==> src/rtl/irq_dispatch_if.sv <==
// ---------------------------------------------------------------------------
// irq_dispatch_if
// Groups the CSR access bus and the core request/ack handshake of the
// interrupt dispatcher.
//
// Signals:
//   csr_enable, csr_addr, csr_op, rs1_zimm, rs1_data : CSR access from core
//   csr_out                                          : CSR read data
//   core_req, core_id, core_prio                     : request to core
//   core_ack, core_done                              : handler entry / exit
//
// csr_op encoding: bit2 = take operand from rs1_zimm instead of rs1_data,
// bits[1:0] = 00 read only, 01 write, 10 set, 11 clear.
//
// Modports: master = dispatcher side, slave = core side.
// ---------------------------------------------------------------------------
interface irq_dispatch_if #(
    parameter int NumIrq    = 8,
    parameter int PrioWidth = 3
);
    localparam int IdW = (NumIrq > 1) ? $clog2(NumIrq) : 1;

    typedef logic [2:0] csr_op_t;

    logic                 csr_enable;
    logic [11:0]          csr_addr;
    csr_op_t              csr_op;
    logic [4:0]           rs1_zimm;
    logic [31:0]          rs1_data;
    logic [31:0]          csr_out;

    logic                 core_req;
    logic [IdW-1:0]       core_id;
    logic [PrioWidth-1:0] core_prio;
    logic                 core_ack;
    logic                 core_done;

    modport master (
        input  csr_enable, csr_addr, csr_op, rs1_zimm, rs1_data,
        input  core_ack, core_done,
        output csr_out, core_req, core_id, core_prio
    );

    modport slave (
        output csr_enable, csr_addr, csr_op, rs1_zimm, rs1_data,
        output core_ack, core_done,
        input  csr_out, core_req, core_id, core_prio
    );
endinterface

==> src/rtl/irq_dispatch.sv <==
// ---------------------------------------------------------------------------
// irq_dispatch
// Interrupt dispatcher: arbitrates level-held peripheral interrupt lines by
// CSR-programmed priority, hands the winner to the core over a req/ack
// handshake, pulses the clear line of the dispatched source, and keeps a
// stack of preempted priority levels until the core signals handler exit.
//
// Ports:
//   clk               clock
//   reset             synchronous, active-high reset
//   bus               irq_dispatch_if.master (CSR bus + core handshake)
//   i_irq_pending_in  peripheral interrupt_set lines
//   o_irq_clear_out   one-cycle interrupt_clear pulses
//   o_level           current running priority level
//
// CSRs: cfg[i] at Base+i (bit0 enable, bits[PrioWidth:1] priority),
//       level at Base+NumIrq (read-only).
//
// Optional feature macro: IRQ_DISPATCH_TAILCHAIN_EN
//   When defined, a handler exit that finds a waiting source above the level
//   it would restore skips the pop and requests that source immediately; its
//   ack then replaces the level instead of pushing.
//
// state      | meaning
// -----------+------------------------------------------------------------
// S_IDLE     | no request outstanding; arbitrating against current level
// S_REQ      | first cycle core_req is presented
// S_WAIT_ACK | core_req still presented, waiting for core_ack
// ---------------------------------------------------------------------------
module irq_dispatch #(
    parameter int          NumIrq    = 8,
    parameter int          PrioWidth = 3,
    parameter int          NestDepth = 4,
    parameter logic [11:0] Base      = 12'hB00
) (
    input  logic                 clk,
    input  logic                 reset,
    irq_dispatch_if.master       bus,
    input  logic [NumIrq-1:0]    i_irq_pending_in,
    output logic [NumIrq-1:0]    o_irq_clear_out,
    output logic [PrioWidth-1:0] o_level
);
    localparam int IdW    = (NumIrq > 1) ? $clog2(NumIrq) : 1;
    localparam int DepthW = $clog2(NestDepth + 1);
    localparam int SIdxW  = (NestDepth > 1) ? $clog2(NestDepth) : 1;
    localparam int CfgW   = PrioWidth + 1;
    localparam int ArbW   = 1 + IdW + PrioWidth;

    localparam logic [1:0] OP_WRITE = 2'b01;
    localparam logic [1:0] OP_SET   = 2'b10;
    localparam logic [1:0] OP_CLEAR = 2'b11;

    typedef enum logic [1:0] {S_IDLE, S_REQ, S_WAIT_ACK} state_t;

    state_t                              r_state;
    state_t                              w_state_nxt;
    logic [NumIrq-1:0]                   r_en;
    logic [NumIrq-1:0][PrioWidth-1:0]    r_prio;
    logic [PrioWidth-1:0]                r_level;
    logic [NestDepth-1:0][PrioWidth-1:0] r_stack;
    logic [DepthW-1:0]                   r_depth;
    logic                                r_core_req;
    logic [IdW-1:0]                      r_core_id;
    logic [PrioWidth-1:0]                r_core_prio;
    logic [NumIrq-1:0]                   r_clear;

    // ---------------- CSR access ----------------
    logic [11:0]     w_csr_off;
    logic            w_hit_cfg;
    logic            w_hit_lvl;
    logic [IdW-1:0]  w_csr_idx;
    logic [CfgW-1:0] w_cfg_old;
    logic [CfgW-1:0] w_cfg_new;
    logic [31:0]     w_operand;
    logic [CfgW-1:0] w_opnd;
    logic            w_cfg_we;
    logic [31:0]     w_csr_out;

    assign w_csr_off = bus.csr_addr - Base;
    assign w_hit_cfg = w_csr_off < 12'(NumIrq);
    assign w_hit_lvl = w_csr_off == 12'(NumIrq);
    assign w_csr_idx = w_csr_off[IdW-1:0];
    assign w_cfg_old = {r_prio[w_csr_idx], r_en[w_csr_idx]};
    assign w_operand = bus.csr_op[2] ? {27'b0, bus.rs1_zimm} : bus.rs1_data;
    assign w_opnd    = w_operand[CfgW-1:0];
    assign w_cfg_we  = bus.csr_enable && w_hit_cfg && (bus.csr_op[1:0] != 2'b00);

    always_comb begin
        w_cfg_new = w_cfg_old;
        case (bus.csr_op[1:0])
            OP_WRITE: w_cfg_new = w_opnd;
            OP_SET:   w_cfg_new = w_cfg_old | w_opnd;
            OP_CLEAR: w_cfg_new = w_cfg_old & ~w_opnd;
            default:  w_cfg_new = w_cfg_old;
        endcase
    end

    always_comb begin
        w_csr_out = '0;
        if (w_hit_cfg) begin
            w_csr_out[CfgW-1:0] = w_cfg_old;
        end else if (w_hit_lvl) begin
            w_csr_out[PrioWidth-1:0] = r_level;
        end
    end

    // ---------------- arbitration ----------------
    // Strict '>' against the running best keeps the lowest index on ties;
    // prio > thr >= 0 already excludes priority 0.
    function automatic logic [ArbW-1:0] f_arb(
        input logic [NumIrq-1:0]                cand,
        input logic [NumIrq-1:0][PrioWidth-1:0] prio,
        input logic [PrioWidth-1:0]             thr
    );
        logic [IdW-1:0]       best_id;
        logic [PrioWidth-1:0] best_prio;
        best_id   = '0;
        best_prio = '0;
        for (int i = 0; i < NumIrq; i++) begin
            if (cand[i] && (prio[i] > thr) && (prio[i] > best_prio)) begin
                best_id   = IdW'(i);
                best_prio = prio[i];
            end
        end
        return {best_prio != '0, best_id, best_prio};
    endfunction

    logic [NumIrq-1:0]    w_cand;
    logic                 w_found;
    logic [IdW-1:0]       w_win_id;
    logic [PrioWidth-1:0] w_win_prio;

    assign w_cand = i_irq_pending_in & r_en;
    assign {w_found, w_win_id, w_win_prio} = f_arb(w_cand, r_prio, r_level);

    // ---------------- level stack ----------------
    logic [DepthW-1:0]    w_depth_m1;
    logic [PrioWidth-1:0] w_top;
    logic                 w_done_ok;
    logic                 w_room;

    assign w_depth_m1 = r_depth - DepthW'(1);
    assign w_top      = r_stack[w_depth_m1[SIdxW-1:0]];
    assign w_done_ok  = bus.core_done && (r_depth != '0);
    assign w_room     = r_depth < DepthW'(NestDepth);

`ifdef IRQ_DISPATCH_TAILCHAIN_EN
    logic                 r_tail;
    logic                 w_tail;
    logic                 w_tc_found;
    logic [IdW-1:0]       w_tc_id;
    logic [PrioWidth-1:0] w_tc_prio;

    // Arbitrate against the level a pop would restore.
    assign {w_tc_found, w_tc_id, w_tc_prio} = f_arb(w_cand, r_prio, w_top);
`endif

    // ---------------- FSM ----------------
    logic w_capture;
    logic w_ack_take;
    logic w_pop;

    always_ff @(posedge clk) begin
        if (reset) begin
            r_state <= S_IDLE;
        end else begin
            r_state <= w_state_nxt;
        end
    end

    always_comb begin
        w_state_nxt = r_state;
        w_capture   = 1'b0;
        w_ack_take  = 1'b0;
        w_pop       = 1'b0;
`ifdef IRQ_DISPATCH_TAILCHAIN_EN
        w_tail      = 1'b0;
`endif
        case (r_state)
            S_IDLE: begin
                // A pop takes the cycle; arbitration sees the restored level next cycle.
                if (w_done_ok) begin
`ifdef IRQ_DISPATCH_TAILCHAIN_EN
                    if (w_tc_found) begin
                        w_tail      = 1'b1;
                        w_state_nxt = S_REQ;
                    end else begin
                        w_pop = 1'b1;
                    end
`else
                    w_pop = 1'b1;
`endif
                end else if (w_found && w_room) begin
                    w_capture   = 1'b1;
                    w_state_nxt = S_REQ;
                end
            end
            S_REQ, S_WAIT_ACK: begin
                // Ack wins over a same-cycle done.
                if (bus.core_ack) begin
                    w_ack_take  = 1'b1;
                    w_state_nxt = S_IDLE;
                end else begin
                    w_pop       = w_done_ok;
                    w_state_nxt = S_WAIT_ACK;
                end
            end
            default: w_state_nxt = S_IDLE;
        endcase
    end

    // ---------------- datapath ----------------
    always_ff @(posedge clk) begin
        if (reset) begin
            r_en        <= '0;
            r_prio      <= '0;
            r_level     <= '0;
            r_stack     <= '0;
            r_depth     <= '0;
            r_core_req  <= 1'b0;
            r_core_id   <= '0;
            r_core_prio <= '0;
            r_clear     <= '0;
`ifdef IRQ_DISPATCH_TAILCHAIN_EN
            r_tail      <= 1'b0;
`endif
        end else begin
            r_clear <= '0;
            if (w_cfg_we) begin
                r_en[w_csr_idx]   <= w_cfg_new[0];
                r_prio[w_csr_idx] <= w_cfg_new[CfgW-1:1];
            end
            if (w_capture) begin
                r_core_req  <= 1'b1;
                r_core_id   <= w_win_id;
                r_core_prio <= w_win_prio;
            end
`ifdef IRQ_DISPATCH_TAILCHAIN_EN
            if (w_tail) begin
                r_core_req  <= 1'b1;
                r_core_id   <= w_tc_id;
                r_core_prio <= w_tc_prio;
                r_tail      <= 1'b1;
            end
`endif
            if (w_ack_take) begin
                r_core_req          <= 1'b0;
                r_clear[r_core_id]  <= 1'b1;
                r_level             <= r_core_prio;
`ifdef IRQ_DISPATCH_TAILCHAIN_EN
                r_tail <= 1'b0;
                if (!r_tail) begin
                    r_stack[r_depth[SIdxW-1:0]] <= r_level;
                    r_depth                     <= r_depth + DepthW'(1);
                end
`else
                r_stack[r_depth[SIdxW-1:0]] <= r_level;
                r_depth                     <= r_depth + DepthW'(1);
`endif
            end
            if (w_pop) begin
                r_level <= w_top;
                r_depth <= w_depth_m1;
            end
        end
    end

    logic w_unused_ok;
    assign w_unused_ok = ^{w_operand, w_depth_m1};

    assign bus.csr_out     = w_csr_out;
    assign bus.core_req    = r_core_req;
    assign bus.core_id     = r_core_id;
    assign bus.core_prio   = r_core_prio;
    assign o_irq_clear_out = r_clear;
    assign o_level         = r_level;
endmodule
==> src/flat_wrapper.sv <==
// flat-port wrapper written by rule: the top's interface ports become plain ports
module irq_dispatch_flat 
#(
    parameter int          NumIrq    = 8,
    parameter int          PrioWidth = 3,
    parameter int          NestDepth = 4,
    parameter logic [11:0] Base      = 12'hB00
)
  (clk, reset, i_irq_pending_in, o_irq_clear_out, o_level, bus_csr_enable, bus_csr_addr, bus_csr_op, bus_rs1_zimm, bus_rs1_data, bus_core_ack, bus_core_done, bus_csr_out, bus_core_req, bus_core_id, bus_core_prio);
  irq_dispatch_if #(.NumIrq(NumIrq), .PrioWidth(PrioWidth)) bus_i ();
  input  logic clk;
  input  logic reset;
  input  logic [NumIrq-1:0] i_irq_pending_in;
  output logic [NumIrq-1:0] o_irq_clear_out;
  output logic [PrioWidth-1:0] o_level;
  input wire logic [$bits(bus_i.csr_enable)-1:0] bus_csr_enable;
  input wire logic [$bits(bus_i.csr_addr)-1:0] bus_csr_addr;
  input wire logic [$bits(bus_i.csr_op)-1:0] bus_csr_op;
  input wire logic [$bits(bus_i.rs1_zimm)-1:0] bus_rs1_zimm;
  input wire logic [$bits(bus_i.rs1_data)-1:0] bus_rs1_data;
  input wire logic [$bits(bus_i.core_ack)-1:0] bus_core_ack;
  input wire logic [$bits(bus_i.core_done)-1:0] bus_core_done;
  output wire logic [$bits(bus_i.csr_out)-1:0] bus_csr_out;
  output wire logic [$bits(bus_i.core_req)-1:0] bus_core_req;
  output wire logic [$bits(bus_i.core_id)-1:0] bus_core_id;
  output wire logic [$bits(bus_i.core_prio)-1:0] bus_core_prio;
  assign bus_i.csr_enable = bus_csr_enable;
  assign bus_i.csr_addr = bus_csr_addr;
  assign bus_i.csr_op = bus_csr_op;
  assign bus_i.rs1_zimm = bus_rs1_zimm;
  assign bus_i.rs1_data = bus_rs1_data;
  assign bus_i.core_ack = bus_core_ack;
  assign bus_i.core_done = bus_core_done;
  assign bus_csr_out = bus_i.csr_out;
  assign bus_core_req = bus_i.core_req;
  assign bus_core_id = bus_i.core_id;
  assign bus_core_prio = bus_i.core_prio;
  irq_dispatch #(.NumIrq(NumIrq), .PrioWidth(PrioWidth), .NestDepth(NestDepth), .Base(Base)) u_core (.clk(clk), .reset(reset), .bus(bus_i), .i_irq_pending_in(i_irq_pending_in), .o_irq_clear_out(o_irq_clear_out), .o_level(o_level));
endmodule
==> config.mk <==
export PLATFORM = sky130hd
export DESIGN_NAME = irq_dispatch_flat
export DESIGN_NICKNAME = d
export VERILOG_FILES = /design/src/rtl/irq_dispatch_if.sv /design/src/rtl/irq_dispatch.sv /design/src/flat_wrapper.sv
export SDC_FILE = /design/constraint.sdc
export NUM_CORES = 1
export LEC_CHECK = 0
export CAP_MARGIN = 0
export CORE_ASPECT_RATIO = 1.75
export CORE_MARGIN = 5
export CORE_UTILIZATION = 40
export DETAILED_ROUTE_END_ITERATION = 8
export PLACE_DENSITY = 0.66
export SKIP_LAST_GASP = 1
export SLEW_MARGIN = 5
export SYNTH_ARGS = -nofsm -noshare
export SYNTH_HDL_FRONTEND = slang
export SYNTH_SLANG_ARGS = --single-unit
export TNS_END_PERCENT = 100
==> constraint.sdc <==
create_clock -name clk -period 15.7 [get_ports clk]
set_clock_uncertainty 0.1 [all_clocks]
set_input_delay 3.14 -clock clk [delete_from_list [all_inputs] [get_ports clk]]
set_output_delay 3.14 -clock clk [all_outputs]
set_load 0.1 [all_outputs]
==> reports/metrics.yaml, run 1 <==
cts_root_buffer: "clkbuf_16"
initial_core_util: 0.407
layout_common_cells: "nor2_1 (73), dfxtp_1 (67), clkdlybuf4s50_1 (56)"
power.leakage_nw: 2.13
die_y_um: 156
powerDensity_nw_per_um2: 107
boundaryPins: 115
r2r_setup_slack_ns: 3.24
fmax_mhz: 69.9
rr_worst_depth: 55
worstPathMaxFanout: 7
clockBufferDepth: 2
antenna_found_initial: 0
setup_tns_ns: 0
status: "finished, final reports clean"
synthFlopType: "dfxtp_1"
start_kind: "primary input"
cts_setup_buffers: 0
drive_gt1_frac: 0.0663
hold_class: "register to register"
antenna-diode-count: 0
place_inst: 770
critPathKind: "primary input to register"
arrival_ns: 14.35
cts_inserted_buffers: 9
dpl.hpwl_mm: 10.7
grt_usage: 0.189
die_x_um: 93.3
clk_pin_slew_ns: 0.05
drv_slew: 0
final_common_cell: "nor2_1"
clock_latency_ns: 0.33
num_vias: 4520
relSlewSlack: 0.224
drc: 0
reg2reg_from: "u_core.o_level[1]$_SDFFE_PP0P_"
synth_seq_cells: 67
grt_max_degree: 66
holdPathStages: 2
holdPathEnd: "u_core.r_stack[4]$_SDFFE_PP0P_"
grt_pass1_wl_mm: 21.8
period_minus_slack_ns: 14.31
ys_seq_area_frac: 0.276
ir_drop_mv: 0.0566
yosys_warnings: 0
post_cts_resized: 0
core-area_um2: 11900
max_stage_delay_ns: 0.71
avgSynthCellArea_um2: 8.18
synthArstFlopShare: 0
maxCapViolations: 0
cts_tree: "yes"
synth_edf_count: 0
fill_cells: 1132
drt_first_pass_iters: 4
h-tree-depth: 3
r2r_end: "u_core.bus.core_id[2]$_SDFFE_PP0P_"
grt-ovfl-total: 0
fin_crit_sh: 0.912
path_common_cell: "ha_1"
cp-end-kind: "register"
routed_via_density: 5.75
drtIter0Drc: 165
wirelength_mm: 13.8
rsz0062_at_grt: "false"
synth_cell_types: 70
mappedNetlistArea_um2: 4860
required_ns: 15.74
syn_inst: 594
wl_per_cell_um: 17.5
hold_buffers: 0
port_buffers: 57
hold_viol_final: 0
num_rows: 53
tightest_slew_ns: 1.16
grt_pass1_vias: 4463
numClockSinks: 67
detail-route-antenna-nets: 0
setup_viol_count_final: 0
syn2layout_area_growth_pct: 17.6
dieArea_um2: 14500
nets: 757
final_cells: 786
setup_ws_ns: 1.39
dp_worst_setup_slack_ns: 1.21
holdCritStartpoint: "u_core.r_stack[4]$_SDFFE_PP0P_"
crit_slowest_cell: "nor3_1"
place.gp.congestion: 0.915
==> worst max-delay path by stage <==
stage / start / endpoint / slack [ns] / cells after the start
after floorplan: i_irq_pending_in[0] / u_core.bus.core_id[1]$_SDFFE_PP0P_ / 3.28 / 51
after global placement: i_irq_pending_in[0] / u_core.bus.core_id[2]$_SDFFE_PP0P_ / 1.39 / 53
after detailed placement: i_irq_pending_in[0] / u_core.bus.core_id[2]$_SDFFE_PP0P_ / 1.21 / 53
after CTS: i_irq_pending_in[0] / u_core.bus.core_id[2]$_SDFFE_PP0P_ / 1.48 / 53
after global routing: i_irq_pending_in[0] / u_core.bus.core_id[2]$_SDFFE_PP0P_ / 0.55 / 53
final: i_irq_pending_in[0] / u_core.bus.core_id[2]$_SDFFE_PP0P_ / 1.39 / 53
==> state kept, by name (all words and copies together), names as in the netlist <==
signal	cells
u_core.r_state	2
u_core.bus.core_id	3
u_core.r_depth	3
u_core.bus.core_prio	3
u_core.o_level	3
u_core.r_en	8
u_core.r_prio	24
u_core.bus.core_req	1
u_core.o_irq_clear_out	8
u_core.r_stack	12
==> kinds of logic (layout without fill, tap and decap cells) <==
family	Yosys count	in the layout	share of synthesized area
and+or+nand+nor	218	218	0.210
AOI/OAI and AO/OA	156	156	0.238
buffers and inverters	81	109	0.0858
DFF	67	67	0.276
adders and majority gates	48	48	0.124
muxes	21	21	0.0615
xor gates and xnor gates	2	2	0.00361
other	1	28	0.000772
==> Yosys cell counts (2+ instances only) <==
master / number / area share
nor2_1: 73 / 0.056
dfxtp_1: 67 / 0.28
nand2_1: 51 / 0.039
ha_1: 48 / 0.12
nand3_1: 35 / 0.036
a211oi_1: 34 / 0.053
inv_1: 34 / 0.026
a21oi_1: 33 / 0.034
buf_4: 28 / 0.043
o21ai_0: 17 / 0.018
clkbuf_1: 16 / 0.012
mux2i_1: 13 / 0.027
a31oi_1: 11 / 0.014
nor2b_1: 11 / 0.014
nand2b_1: 9 / 0.012
nor3_1: 8 / 0.0082
mux4_2: 7 / 0.032
nand3b_1: 7 / 0.011
a22oi_1: 5 / 0.0077
o211ai_1: 5 / 0.0077
a21o_1: 4 / 0.0062
a221oi_1: 4 / 0.0072
a311oi_1: 4 / 0.0072
and2_1: 4 / 0.0051
and3_1: 4 / 0.0051
nand4_1: 4 / 0.0051
o21a_1: 3 / 0.0046
or2_2: 3 / 0.0039
a211oi_2: 2 / 0.0051
a22oi_2: 2 / 0.0051
buf_1: 2 / 0.0015
o221ai_1: 2 / 0.0036
o22ai_1: 2 / 0.0026
o311a_1: 2 / 0.0041
o31a_1: 2 / 0.0036
o31ai_1: 2 / 0.0031
o32ai_1: 2 / 0.0036
xnor2_1: 2 / 0.0036
==> per-layer routing <==
metal,part of all wire,vias to the layer above,GRT usage
met5,0,-,0
li1,-,2220,-
met4,0.053,0,0.123
met3,0.038,37,0.0347
met2,0.55,135,0.356
met1,0.36,2128,0.182
==> stage by stage <==
step	util	cell area (um^2)	hold slack, ns	total power [W]
after floorplan	-	4960	0.333	0.000369
after global placement	0.454	5420	0.341	0.000409
after detailed placement	0.454	5420	0.355	0.000417
after CTS	0.479	5710	0.362	0.000613
after global routing	0.479	5710	0.378	0.000644
final	0.479	5710	0.360	0.000610
==> power by group <==
group | internal, W | switching (W)
Sequential | 0.000177 | 0.0000128
Combinational | 0.0000749 | 0.000149
Clock | 0.000127 | 0.0000683
==> cell type report <==
cell class                      instances  area, um^2  share of cell area
Multi-Input combinational cell        473        3200               0.561
Sequential cell                        67        1340               0.235
Timing Repair Buffer                   59         581               0.102
Clock buffer                           14         254              0.0445
Tap cell                              137         171              0.0300
Inverter                               34         128              0.0223
Clock inverter                          2        35.0             0.00613
==> worst max-delay path, delay by kind of cell <==
| kind | cells | cell delay (ns) |
|---|---|---|
| multiplexers | 1 | 0.41 |
| adder cells (fa/ha/maj) | 7 | 2.18 |
| buffers and inverters | 6 | 1.00 |
| AND/OR/NAND/NOR | 24 | 4.21 |
| AO/OA/AOI/OAI | 15 | 3.37 |
(Power assumes the default switching activity.)
==> inputs of run 2 (changes only) <==
--- a/config.mk
+++ b/config.mk
@@ -9,7 +9,9 @@
 export CORE_ASPECT_RATIO = 1.75
 export CORE_MARGIN = 5
 export CORE_UTILIZATION = 40
+export CTS_CLUSTER_DIAMETER = 40
 export DETAILED_ROUTE_END_ITERATION = 8
+export HOLD_SLACK_MARGIN = 0.1
 export PLACE_DENSITY = 0.66
 export SKIP_LAST_GASP = 1
 export SLEW_MARGIN = 5
==> results of run 2 <==
No change in the layout: final DEF, timing and power equal those of run 1.
